## config.mk

```make
export PLATFORM = sky130hd
export DESIGN_NAME = turbo_iteration_scheduler_flat
export DESIGN_NICKNAME = d
export VERILOG_FILES = /design/src/rtl/turbo_iteration_scheduler_if.sv /design/src/rtl/turbo_iteration_scheduler.sv /design/src/flat_wrapper.sv
export SDC_FILE = /design/constraint.sdc
export NUM_CORES = 1
export LEC_CHECK = 0
export ABC_AREA = 1
export CAP_MARGIN = 10
export CELL_PAD_IN_SITES_DETAIL_PLACEMENT = 0
export CELL_PAD_IN_SITES_GLOBAL_PLACEMENT = 1
export CORE_MARGIN = 5
export CORE_UTILIZATION = 41
export CTS_BUF_LIST = sky130_fd_sc_hd__clkbuf_4 sky130_fd_sc_hd__clkbuf_8 sky130_fd_sc_hd__clkbuf_16
export CTS_CLUSTER_SIZE = 20
export DETAILED_ROUTE_END_ITERATION = 6
export GPL_TIMING_DRIVEN = 0
export PLACE_DENSITY_LB_ADDON = 0.05
export SETUP_SLACK_MARGIN = 0.05
export SLEW_MARGIN = 5
export SYNTH_ARGS = -nofsm -noshare
export SYNTH_HDL_FRONTEND = slang
export SYNTH_SLANG_ARGS = --single-unit
```

## constraint.sdc

```tcl
create_clock -name clk -period 2.7 [get_ports clk]
set_input_delay 0.54 -clock clk [delete_from_list [all_inputs] [get_ports clk]]
set_output_delay 0.54 -clock clk [all_outputs]
set_load 0.02 [all_outputs]
```

## src/rtl/turbo_iteration_scheduler_if.sv

```systemverilog
// Handshake and control bundle between the turbo iteration scheduler and its host / SISO stages.
// master = scheduler side, slave = host and engine side.
interface turbo_iteration_scheduler_if #(
   parameter int ITER_BITS = 4
);
   logic                 start;
   logic [ITER_BITS-1:0] num_iter;
   logic                 abort;
   logic                 alpha_start;
   logic                 alpha_done;
   logic                 beta_start;
   logic                 beta_done;
   logic                 ext_start;
   logic                 ext_done;
   logic                 dec_sel;
   logic [ITER_BITS-1:0] iter;
   logic                 busy;
   logic                 done;
   logic                 timeout_err;

   modport master (
      input  start, num_iter, abort, alpha_done, beta_done, ext_done,
      output alpha_start, beta_start, ext_start, dec_sel, iter, busy, done, timeout_err
   );

   modport slave (
      output start, num_iter, abort, alpha_done, beta_done, ext_done,
      input  alpha_start, beta_start, ext_start, dec_sel, iter, busy, done, timeout_err
   );
endinterface

```

## src/rtl/turbo_iteration_scheduler.sv

```systemverilog
// Sequences one max-product SISO engine through turbo half-iterations:
// alpha+beta launch, join, extrinsic launch, then decoder 1/2 toggle and iteration count.
module turbo_iteration_scheduler #(
   parameter int ITER_BITS    = 4,
   parameter int TIMEOUT      = 1024,
   parameter int TIMEOUT_BITS = $clog2(TIMEOUT + 1)
) (
   input  logic                        clk,
   input  logic                        reset,
   turbo_iteration_scheduler_if.master bus
);

   typedef enum logic [2:0] {
      ST_IDLE,
      ST_LAUNCH,
      ST_WAIT_AB,
      ST_EXT_LAUNCH,
      ST_WAIT_EXT,
      ST_NEXT,
      ST_DONE,
      ST_ERR
   } state_t;

   state_t                  state_q;
   state_t                  state_d;
   logic [ITER_BITS-1:0]    iter_q;
   logic [ITER_BITS-1:0]    limit_q;
   logic                    dec_sel_q;
   logic                    a_seen;
   logic                    b_seen;
   logic [TIMEOUT_BITS-1:0] wd_q;

   logic                    ab_complete;
   logic                    wd_expired;
   logic                    accept;
   logic [ITER_BITS:0]      iter_inc;
   logic                    last_iter;

   // A done pulse arriving in the exit cycle counts even though it was never latched.
   assign ab_complete = (a_seen | bus.alpha_done) & (b_seen | bus.beta_done);
   assign wd_expired  = (wd_q == TIMEOUT_BITS'(TIMEOUT - 1));
   assign accept      = bus.start && !bus.abort &&
                        (state_q inside {ST_IDLE, ST_DONE, ST_ERR});
   assign iter_inc    = {1'b0, iter_q} + (ITER_BITS + 1)'(1);
   assign last_iter   = (iter_inc >= {1'b0, limit_q});

   always_comb begin
      // NOTE: default first so every path assigns state_d and no latch is inferred.
      state_d = state_q;
      case (state_q)
         ST_IDLE, ST_DONE, ST_ERR: if (bus.start) state_d = ST_LAUNCH;
         ST_LAUNCH:                state_d = ST_WAIT_AB;
         ST_WAIT_AB: begin
            if (ab_complete)     state_d = ST_EXT_LAUNCH;
            else if (wd_expired) state_d = ST_ERR;
         end
         ST_EXT_LAUNCH:            state_d = ST_WAIT_EXT;
         ST_WAIT_EXT: begin
            if (bus.ext_done)    state_d = ST_NEXT;
            else if (wd_expired) state_d = ST_ERR;
         end
         ST_NEXT:                  state_d = (dec_sel_q && last_iter) ? ST_DONE : ST_LAUNCH;
         default:                  state_d = ST_IDLE;
      endcase
      if (bus.abort) state_d = ST_IDLE;
   end

   // Outputs are registered from state_d, so they equal a Moore decode of state_q.
   always_ff @(posedge clk or posedge reset) begin
      if (reset) begin
         state_q         <= ST_IDLE;
         iter_q          <= '0;
         limit_q         <= '0;
         dec_sel_q       <= 1'b0;
         a_seen          <= 1'b0;
         b_seen          <= 1'b0;
         wd_q            <= '0;
         bus.alpha_start <= 1'b0;
         bus.beta_start  <= 1'b0;
         bus.ext_start   <= 1'b0;
         bus.busy        <= 1'b0;
         bus.done        <= 1'b0;
         bus.timeout_err <= 1'b0;
      end else begin
         // NOTE: non-blocking so every register here samples pre-edge values.
         state_q         <= state_d;
         bus.alpha_start <= (state_d == ST_LAUNCH);
         bus.beta_start  <= (state_d == ST_LAUNCH);
         bus.ext_start   <= (state_d == ST_EXT_LAUNCH);
         bus.busy        <= state_d inside {ST_LAUNCH, ST_WAIT_AB, ST_EXT_LAUNCH,
                                            ST_WAIT_EXT, ST_NEXT};
         bus.done        <= (state_d == ST_DONE);
         bus.timeout_err <= (state_d == ST_ERR);

         a_seen <= (state_q == ST_WAIT_AB) && (state_d == ST_WAIT_AB) && (a_seen || bus.alpha_done);
         b_seen <= (state_q == ST_WAIT_AB) && (state_d == ST_WAIT_AB) && (b_seen || bus.beta_done);

         // Watchdog restarts from zero on every entry into a wait state.
         if ((state_q inside {ST_WAIT_AB, ST_WAIT_EXT}) && (state_d == state_q))
            wd_q <= wd_q + TIMEOUT_BITS'(1);
         else
            wd_q <= '0;

         if (bus.abort) begin
            iter_q    <= '0;
            dec_sel_q <= 1'b0;
         end else if (accept) begin
            iter_q    <= '0;
            dec_sel_q <= 1'b0;
            limit_q   <= (bus.num_iter == '0) ? ITER_BITS'(1) : bus.num_iter;
         end else if (state_q == ST_NEXT) begin
            if (!dec_sel_q) begin
               dec_sel_q <= 1'b1;
            end else begin
               iter_q <= iter_inc[ITER_BITS-1:0];
               if (!last_iter) dec_sel_q <= 1'b0;
            end
         end
      end
   end

   assign bus.iter    = iter_q;
   assign bus.dec_sel = dec_sel_q;

endmodule

```

## src/flat_wrapper.sv

```systemverilog
// flat-port wrapper written by rule: the top's interface ports become plain ports
module turbo_iteration_scheduler_flat 
#(
   parameter int ITER_BITS    = 4,
   parameter int TIMEOUT      = 1024,
   parameter int TIMEOUT_BITS = $clog2(TIMEOUT + 1)
)
  (clk, reset, bus_start, bus_num_iter, bus_abort, bus_alpha_done, bus_beta_done, bus_ext_done, bus_alpha_start, bus_beta_start, bus_ext_start, bus_dec_sel, bus_iter, bus_busy, bus_done, bus_timeout_err);
  turbo_iteration_scheduler_if #(.ITER_BITS(ITER_BITS)) bus_i ();
  input  logic clk;
  input  logic reset;
  input wire logic [$bits(bus_i.start)-1:0] bus_start;
  input wire logic [$bits(bus_i.num_iter)-1:0] bus_num_iter;
  input wire logic [$bits(bus_i.abort)-1:0] bus_abort;
  input wire logic [$bits(bus_i.alpha_done)-1:0] bus_alpha_done;
  input wire logic [$bits(bus_i.beta_done)-1:0] bus_beta_done;
  input wire logic [$bits(bus_i.ext_done)-1:0] bus_ext_done;
  output wire logic [$bits(bus_i.alpha_start)-1:0] bus_alpha_start;
  output wire logic [$bits(bus_i.beta_start)-1:0] bus_beta_start;
  output wire logic [$bits(bus_i.ext_start)-1:0] bus_ext_start;
  output wire logic [$bits(bus_i.dec_sel)-1:0] bus_dec_sel;
  output wire logic [$bits(bus_i.iter)-1:0] bus_iter;
  output wire logic [$bits(bus_i.busy)-1:0] bus_busy;
  output wire logic [$bits(bus_i.done)-1:0] bus_done;
  output wire logic [$bits(bus_i.timeout_err)-1:0] bus_timeout_err;
  assign bus_i.start = bus_start;
  assign bus_i.num_iter = bus_num_iter;
  assign bus_i.abort = bus_abort;
  assign bus_i.alpha_done = bus_alpha_done;
  assign bus_i.beta_done = bus_beta_done;
  assign bus_i.ext_done = bus_ext_done;
  assign bus_alpha_start = bus_i.alpha_start;
  assign bus_beta_start = bus_i.beta_start;
  assign bus_ext_start = bus_i.ext_start;
  assign bus_dec_sel = bus_i.dec_sel;
  assign bus_iter = bus_i.iter;
  assign bus_busy = bus_i.busy;
  assign bus_done = bus_i.done;
  assign bus_timeout_err = bus_i.timeout_err;
  turbo_iteration_scheduler #(.ITER_BITS(ITER_BITS), .TIMEOUT(TIMEOUT), .TIMEOUT_BITS(TIMEOUT_BITS)) u_core (.clk(clk), .reset(reset), .bus(bus_i));
endmodule
```

==> impl_metrics.toml, run 1 <==
[layout]
area.sequential_sq_um = 751
antenna_cells = 0
postLayoutCellArea_sq_mm = 0.00211
layout.filler_cells = 395
layout-drive-gt1-share = 0.235
area_of_combinational_cells_with_multiple_inputs_sq_um = 830
finish.cell_count_without_fillers = 276
syn2layout_area_growth_pct = 23.1
finalNetCount = 242

[worst_setup_path]
r2r_start = "u_core.bus.iter[0]"
critical_path_cell_with_the_highest_stage_delay = "sky130_fd_sc_hd__dfrtp_1"
rr_worst_depth = 16
reg2reg_to = "u_core.wd_q[5]"
worst_ep_required_time_ns = 2.86
cp_cell_sequence = "ha_1 -> xor2_1 -> ha_1 -> nand2_1 -> inv_1 -> nand2_1 -> nand2_1 -> nand2_1 -> nand2_1 -> nand2_2 -> nand3_1 -> a21oi_1 -> nor2_2 -> nand2_2 -> buf_6 -> nor2_2"
ff2ff_setup_slack_ns = 0.35
worstSetupStartpoint = "u_core.bus.iter[0]"
setup.worst_path.class = "reg2reg"
maximum_cell_stage_delay_along_the_critical_path_ns = 0.44
critical_path.endpoint = "u_core.wd_q[5]"
worstSetupPathDepth = 16
crit_arrival_ns = 2.50
crit_buf_inv = 2
critical_path.endpoint_type = "flip-flop"
most_frequent_cell_on_critical_path = "sky130_fd_sc_hd__nand2_1"
crit_start_category = "flip-flop"
timing.critical_path.max_delay_family = "simple AND/OR/NAND/NOR gates"
worst-path-max-fanout = 10

[floorplan]
io_pins = 22
placement_rows = 23
die_footprint_sq_mm = 0.00557
core_box_area_sq_mm = 0.00403
die_width_um = 74.6
floorplan.initialDensity = 0.425
die_h_um = 74.6

[drt]
detailed_route_vias_per_instance = 4.55
drcViolationCount = 0
wirelength_um = 3170
drt_first_pass_iters = 4
ant_nets = 0
drt_iter0_markers = 27
route.detailed.wl_per_inst_um = 11.5
route.vias.total = 1257

[placement]
post_placement_setup_slack_ns = 0.343
place.gp.congestion = 0.870
post-dp-hpwl_um = 2560
place_inst = 267
post_dp_cell_area_sq_mm = 0.00198
port_buffers = 21

[yosys]
ys_ff_latch = 30
syn-mean-instance-area_sq_um = 8.73
netlist_area_sq_mm = 0.00171
xor_xnor_portion_of_the_synthesized_cell_area = 0.0512
number_of_warnings_reported_in_the_yosys_synthesis_log = 0
syn_nets = 213
synthesis.instances = 196
synth.mux.area_fraction = 0
distinct_cells_synth = 28
postSynth.topFlopCell = "sky130_fd_sc_hd__dfrtp_1"
synth_simple_gate_area_frac = 0.331
synthAdderAreaFrac = 0.0439
synth-compound-area-share = 0.0585
synthArstFlopShare = 1.00
synth_top_family_by_area = "simple AND/OR/NAND/NOR gates"
synth_edf_count = 0
yosysSeqAreaShare = 0.439

[cts]
clk_pin_slew_ns = 0.06
depth_of_the_cts_h_tree = 2
ctsRootBufferMaster = "sky130_fd_sc_hd__clkbuf_8"
post-cts-setup-buffers = 0
worst_skew_pair.late_latency_ns = 0.27
cts.repair.resized = 0
ctsLongestPathBuffers = 2
tritoncts.num_buffers = 5
clock_sinks = 30
cts-hold-fix-buffers = 0
cts_tree = "built"

[job]
maxCapViolCount = 0

[sta]
timing_hold_violations_final = 0
postLayoutSetupSlackWorst_ns = 0.354
number_of_endpoints_failing_setup_at_the_final_stage = 0
report.final.slew_viol_count = 0
worst_slew_margin_relative_to_its_limit = 0.627
tns_ns = 0
timing.final.crit_share = 0.869
final.min_clock_period_ns = 2.35
grt_setup_unrepaired = "false"
skew_ns = 0.00668
worst_pin_slew_ns = 0.556
maxClockFrequency_ghz = 0.426

[global_route]
grt_use_total = 0.135
grt_pass1_wl_um = 5720
grt.overflow.total = 0
grt_pass1_vias = 1351
antenna_violations_before_repair = 0
largest_net_degree_at_the_start_of_global_routing = 31

[power_and_ir_drop]
power_per_cell_area_mw_per_mm2 = 743
static-leakage-power_nw = 1.00
worst_ir_drop_vdd_v = 0.000363

[status]
outcome = "finished, final reports clean"

[min_path]
worst_hold_path_type = "reg2reg"
registers in the layout, summed over array words and instances (netlist names):
register                cells
u_core.a_seen               1
u_core.bus.dec_sel          1
u_core.bus.alpha_start      1
u_core.bus.busy             1
u_core.bus.ext_start        1
u_core.bus.iter             4
u_core.bus.timeout_err      1
u_core.limit_q              4
u_core.state_q              3
u_core.wd_q                11
u_core.b_seen               1
u_core.bus.done             1
worst min-delay path: cells and delay by family, from the launching register on:
family,cells,cell delay (ns)
flops,1,0.32
simple gates,2,0.14
through the flow:
stage          total power, mW  hold WS (ns)   util
2_1_floorplan             1.05         0.446      -
5_1_grt                   1.69         0.523  0.523
3_3_place_gp              1.19         0.465  0.493
3_5_place_dp              1.20         0.478  0.493
4_1_cts                   1.59         0.492  0.516
6_report                  1.56         0.487  0.523
routing by layer:
layer	GRT usage	vias up	routed length (um)	share of wire
met1	0.171	576	1520	0.48
met2	0.218	11	1550	0.49
met4	0.0474	0	27	0.0085
met5	0	-	0	0
li1	-	668	-	-
met3	0.0427	2	76	0.024
Yosys cell counts (2+ instances only):
library cell / number / area, sq um
sky130_fd_sc_hd__ha_1: 6 / 75.1
sky130_fd_sc_hd__inv_2: 5 / 18.8
sky130_fd_sc_hd__nor2_2: 14 / 87.6
sky130_fd_sc_hd__nand2_4: 3 / 33.8
sky130_fd_sc_hd__inv_1: 25 / 93.8
sky130_fd_sc_hd__o21ai_0: 5 / 25.0
sky130_fd_sc_hd__nand3_1: 6 / 30.0
sky130_fd_sc_hd__nand4_1: 5 / 31.3
sky130_fd_sc_hd__nor2_1: 16 / 60.1
sky130_fd_sc_hd__a21oi_1: 7 / 35.0
sky130_fd_sc_hd__nand2_2: 8 / 50.1
sky130_fd_sc_hd__nand2_1: 36 / 135
sky130_fd_sc_hd__nor2_4: 5 / 56.3
sky130_fd_sc_hd__xnor2_1: 4 / 35.0
sky130_fd_sc_hd__nand3_2: 2 / 20.0
sky130_fd_sc_hd__nor3_1: 3 / 15.0
sky130_fd_sc_hd__dfrtp_1: 30 / 751
sky130_fd_sc_hd__xor2_1: 6 / 52.6
logic make-up (layout without fill, tap and decap cells):
group,count (synthesis),after routing
fa+ha+maj,6,6
compound gates,17,17
flops,30,30
simple gates,101,101
buf+inv,32,62
xor+xnor,10,10
where the power goes:
part / internal (mW) / switching, mW
Sequential: 0.523 / 0.0394
Combinational: 0.236 / 0.395
Clock: 0.215 / 0.156
layout make-up:
cell class	count	share of cell area
plain buffers	2	0.00891
clock buffers	7	0.0428
clock inverters	1	0.00238
inverters	30	0.0534
multi-input cells	134	0.394
flip-flops and latches	30	0.356
well taps	50	0.0297
repair buffers	22	0.113
cell usage in the layout, fill, tap and decap left out, drive strengths merged, types with 5 or more instances in the layout:
| master | count |
|---|---|
| xor2 | 6 |
| inv | 29 |
| clkbuf | 7 |
| a21oi | 8 |
| nor2 | 36 |
| dfrtp | 30 |
| clkdlybuf4s50 | 21 |
| nand2 | 47 |
| ha | 6 |
| nand4 | 5 |
| nand3 | 9 |
| o21ai | 6 |
how the worst min path moves through the flow:
stage,end,slack [ns],startpoint,depth (start not counted)
3_5_place_dp,u_core.b_seen,0.48,u_core.b_seen,2
5_1_grt,u_core.wd_q[0],0.52,u_core.wd_q[0],1
2_1_floorplan,u_core.limit_q[0],0.45,u_core.limit_q[0],2
3_3_place_gp,u_core.limit_q[0],0.47,u_core.limit_q[0],2
6_report,u_core.b_seen,0.49,u_core.b_seen,2
4_1_cts,u_core.b_seen,0.49,u_core.b_seen,2
No activity file was read; power rests on OpenSTA's default activity.
==> run 2: changes to the inputs <==
- CELL_PAD_IN_SITES_DETAIL_PLACEMENT: 0 -> default
- CELL_PAD_IN_SITES_GLOBAL_PLACEMENT: 1 -> default
- CTS_BUF_LIST: sky130_fd_sc_hd__clkbuf_4 sky130_fd_sc_hd__clkbuf_8 sky130_fd_sc_hd__clkbuf_16 -> sky130_fd_sc_hd__clkbuf_16
==> impl_metrics.toml, run 2 (same netlist as run 1, synthesis figures left out) <==
[drt]
drt_iter0_markers = 41
route.vias.total = 1276
ant_nets = 0
drcViolationCount = 0
route.detailed.wl_per_inst_um = 11.5
drt_first_pass_iters = 2
wirelength_um = 3170
detailed_route_vias_per_instance = 4.62

[global_route]
largest_net_degree_at_the_start_of_global_routing = 31
grt_pass1_vias = 1296
grt_pass1_wl_um = 5640
grt_use_total = 0.136
antenna_violations_before_repair = 0
grt.overflow.total = 0

[floorplan]
core_box_area_sq_mm = 0.00403
die_h_um = 74.6
io_pins = 22
floorplan.initialDensity = 0.425
die_width_um = 74.6
die_footprint_sq_mm = 0.00557
placement_rows = 23

[placement]
place.gp.congestion = 0.823
post_placement_setup_slack_ns = 0.355
post-dp-hpwl_um = 2460
port_buffers = 21

[sta]
postLayoutSetupSlackWorst_ns = 0.346
finalHoldWorstSlack_ns = 0.488
timing_hold_violations_final = 0
worst_slew_margin_relative_to_its_limit = 0.691
maxClockFrequency_ghz = 0.425
grt_setup_unrepaired = "false"
tns_ns = 0
report.final.slew_viol_count = 0
worst_pin_slew_ns = 0.460
final.min_clock_period_ns = 2.35
timing.final.crit_share = 0.872
number_of_endpoints_failing_setup_at_the_final_stage = 0
skew_ns = 0.00486

[layout]
antenna_cells = 0
mostFrequentLayoutCells = "36 x sky130_fd_sc_hd__nand2_1, 30 x sky130_fd_sc_hd__dfrtp_1, 25 x sky130_fd_sc_hd__inv_1"
largest_register_ff_count = 11
layout-drive-gt1-share = 0.226
syn2layout_area_growth_pct = 25.6
fin_util = 0.534
finalNetCount = 242
layout.filler_cells = 383
area.sequential_sq_um = 751
top_register = "u_core.wd_q"
area_of_combinational_cells_with_multiple_inputs_sq_um = 830
most_frequent_standard_cell_in_the_layout_excluding_fill_and_tap_cells = "sky130_fd_sc_hd__nand2_1"

[status]
outcome = "finished, final reports clean"

[min_path]
hold_path_depth = 2
worst_hold_path_type = "reg2reg"
min_to = "u_core.a_seen"
worst_hold_startpoint = "u_core.a_seen"

[worst_setup_path]
crit_arrival_ns = 2.56
ff2ff_setup_slack_ns = 0.35
worst-path-max-fanout = 10
rr_worst_depth = 18
reg2reg_to = "u_core.wd_q[2]"
crit_start_category = "flip-flop"
r2r_start = "u_core.bus.iter[0]"
worst_ep_required_time_ns = 2.90
critical_path.endpoint_type = "flip-flop"
setup.worst_path.class = "reg2reg"

[power_and_ir_drop]
static-leakage-power_nw = 1.02
finalPower_mw = 1.70
worst_ir_drop_vdd_v = 0.000374
power_per_cell_area_mw_per_mm2 = 793

[cts]
tritoncts.num_buffers = 5
worst_skew_pair.late_latency_ns = 0.27
post-cts-setup-buffers = 0
clk_pin_slew_ns = 0.05
cts-hold-fix-buffers = 0
depth_of_the_cts_h_tree = 2
cts.repair.resized = 0
cts_tree = "built"
clock_sinks = 30
ctsLongestPathBuffers = 2
ctsRootBufferMaster = "sky130_fd_sc_hd__clkbuf_16"

[job]
maxCapViolCount = 0
[run 2: layout make-up]
cell class / instances / share of cell area
plain buffers: 2 / 0.00873
clock buffers: 5 / 0.0582
clock inverters: 3 / 0.00582
inverters: 30 / 0.0524
multi-input cells: 134 / 0.386
flip-flops and latches: 30 / 0.349
well taps: 50 / 0.0291
repair buffers: 22 / 0.111
[run 2: worst max path at each step]
stage                       start        endpoint  slack (ns)  cells after the start
6_report       u_core.bus.iter[0]  u_core.wd_q[2]        0.35                     18
5_1_grt        u_core.bus.iter[0]  u_core.wd_q[9]        0.14                     17
4_1_cts        u_core.bus.iter[0]  u_core.wd_q[2]        0.33                     15
3_5_place_dp   u_core.bus.iter[0]  u_core.wd_q[2]        0.35                     18
3_3_place_gp   u_core.bus.iter[0]  u_core.wd_q[5]        0.40                     14
2_1_floorplan  u_core.bus.iter[0]  u_core.wd_q[5]        0.48                     14
[run 2: critical path: stages, from the launching register on]
cell	delay [ns]
sky130_fd_sc_hd__dfrtp_1	0.44
sky130_fd_sc_hd__ha_1	0.25
sky130_fd_sc_hd__xor2_1	0.16
sky130_fd_sc_hd__ha_1	0.30
sky130_fd_sc_hd__nand2_1	0.05
sky130_fd_sc_hd__inv_1	0.05
sky130_fd_sc_hd__nand2_1	0.04
sky130_fd_sc_hd__nand2_1	0.05
sky130_fd_sc_hd__nand2_1	0.04
sky130_fd_sc_hd__nand2_1	0.11
sky130_fd_sc_hd__nand2_1	0.07
sky130_fd_sc_hd__nand2_1	0.08
sky130_fd_sc_hd__nand3_2	0.08
sky130_fd_sc_hd__nand2_4	0.10
sky130_fd_sc_hd__nand2_2	0.05
sky130_fd_sc_hd__nor2_2	0.09
sky130_fd_sc_hd__nand2_2	0.07
sky130_fd_sc_hd__buf_6	0.16
sky130_fd_sc_hd__nor2_2	0.08
[run 2: power breakdown]
| part | leakage (nW) | switching, mW | internal (mW) |
|---|---|---|---|
| registers | 0.407 | 0.0414 | 0.524 |
| logic | 0.541 | 0.393 | 0.235 |
| clock network | 0.0724 | 0.180 | 0.331 |
[run 2: per-layer routing]
layer | wire, um | track usage | vias to the layer above
li1 | - | - | 671
met1 | 1450 | 0.159 | 585
met2 | 1500 | 0.221 | 13
met3 | 134 | 0.0494 | 7
met4 | 79 | 0.0652 | 0
met5 | 0 | 0 | -
[run 2: stage by stage]
step	cells	area (sq um)
floorplan	196	1710
CTS	275	2120
detailed placement	267	1980
global placement	267	1980
global route	276	2150
finish	276	2150
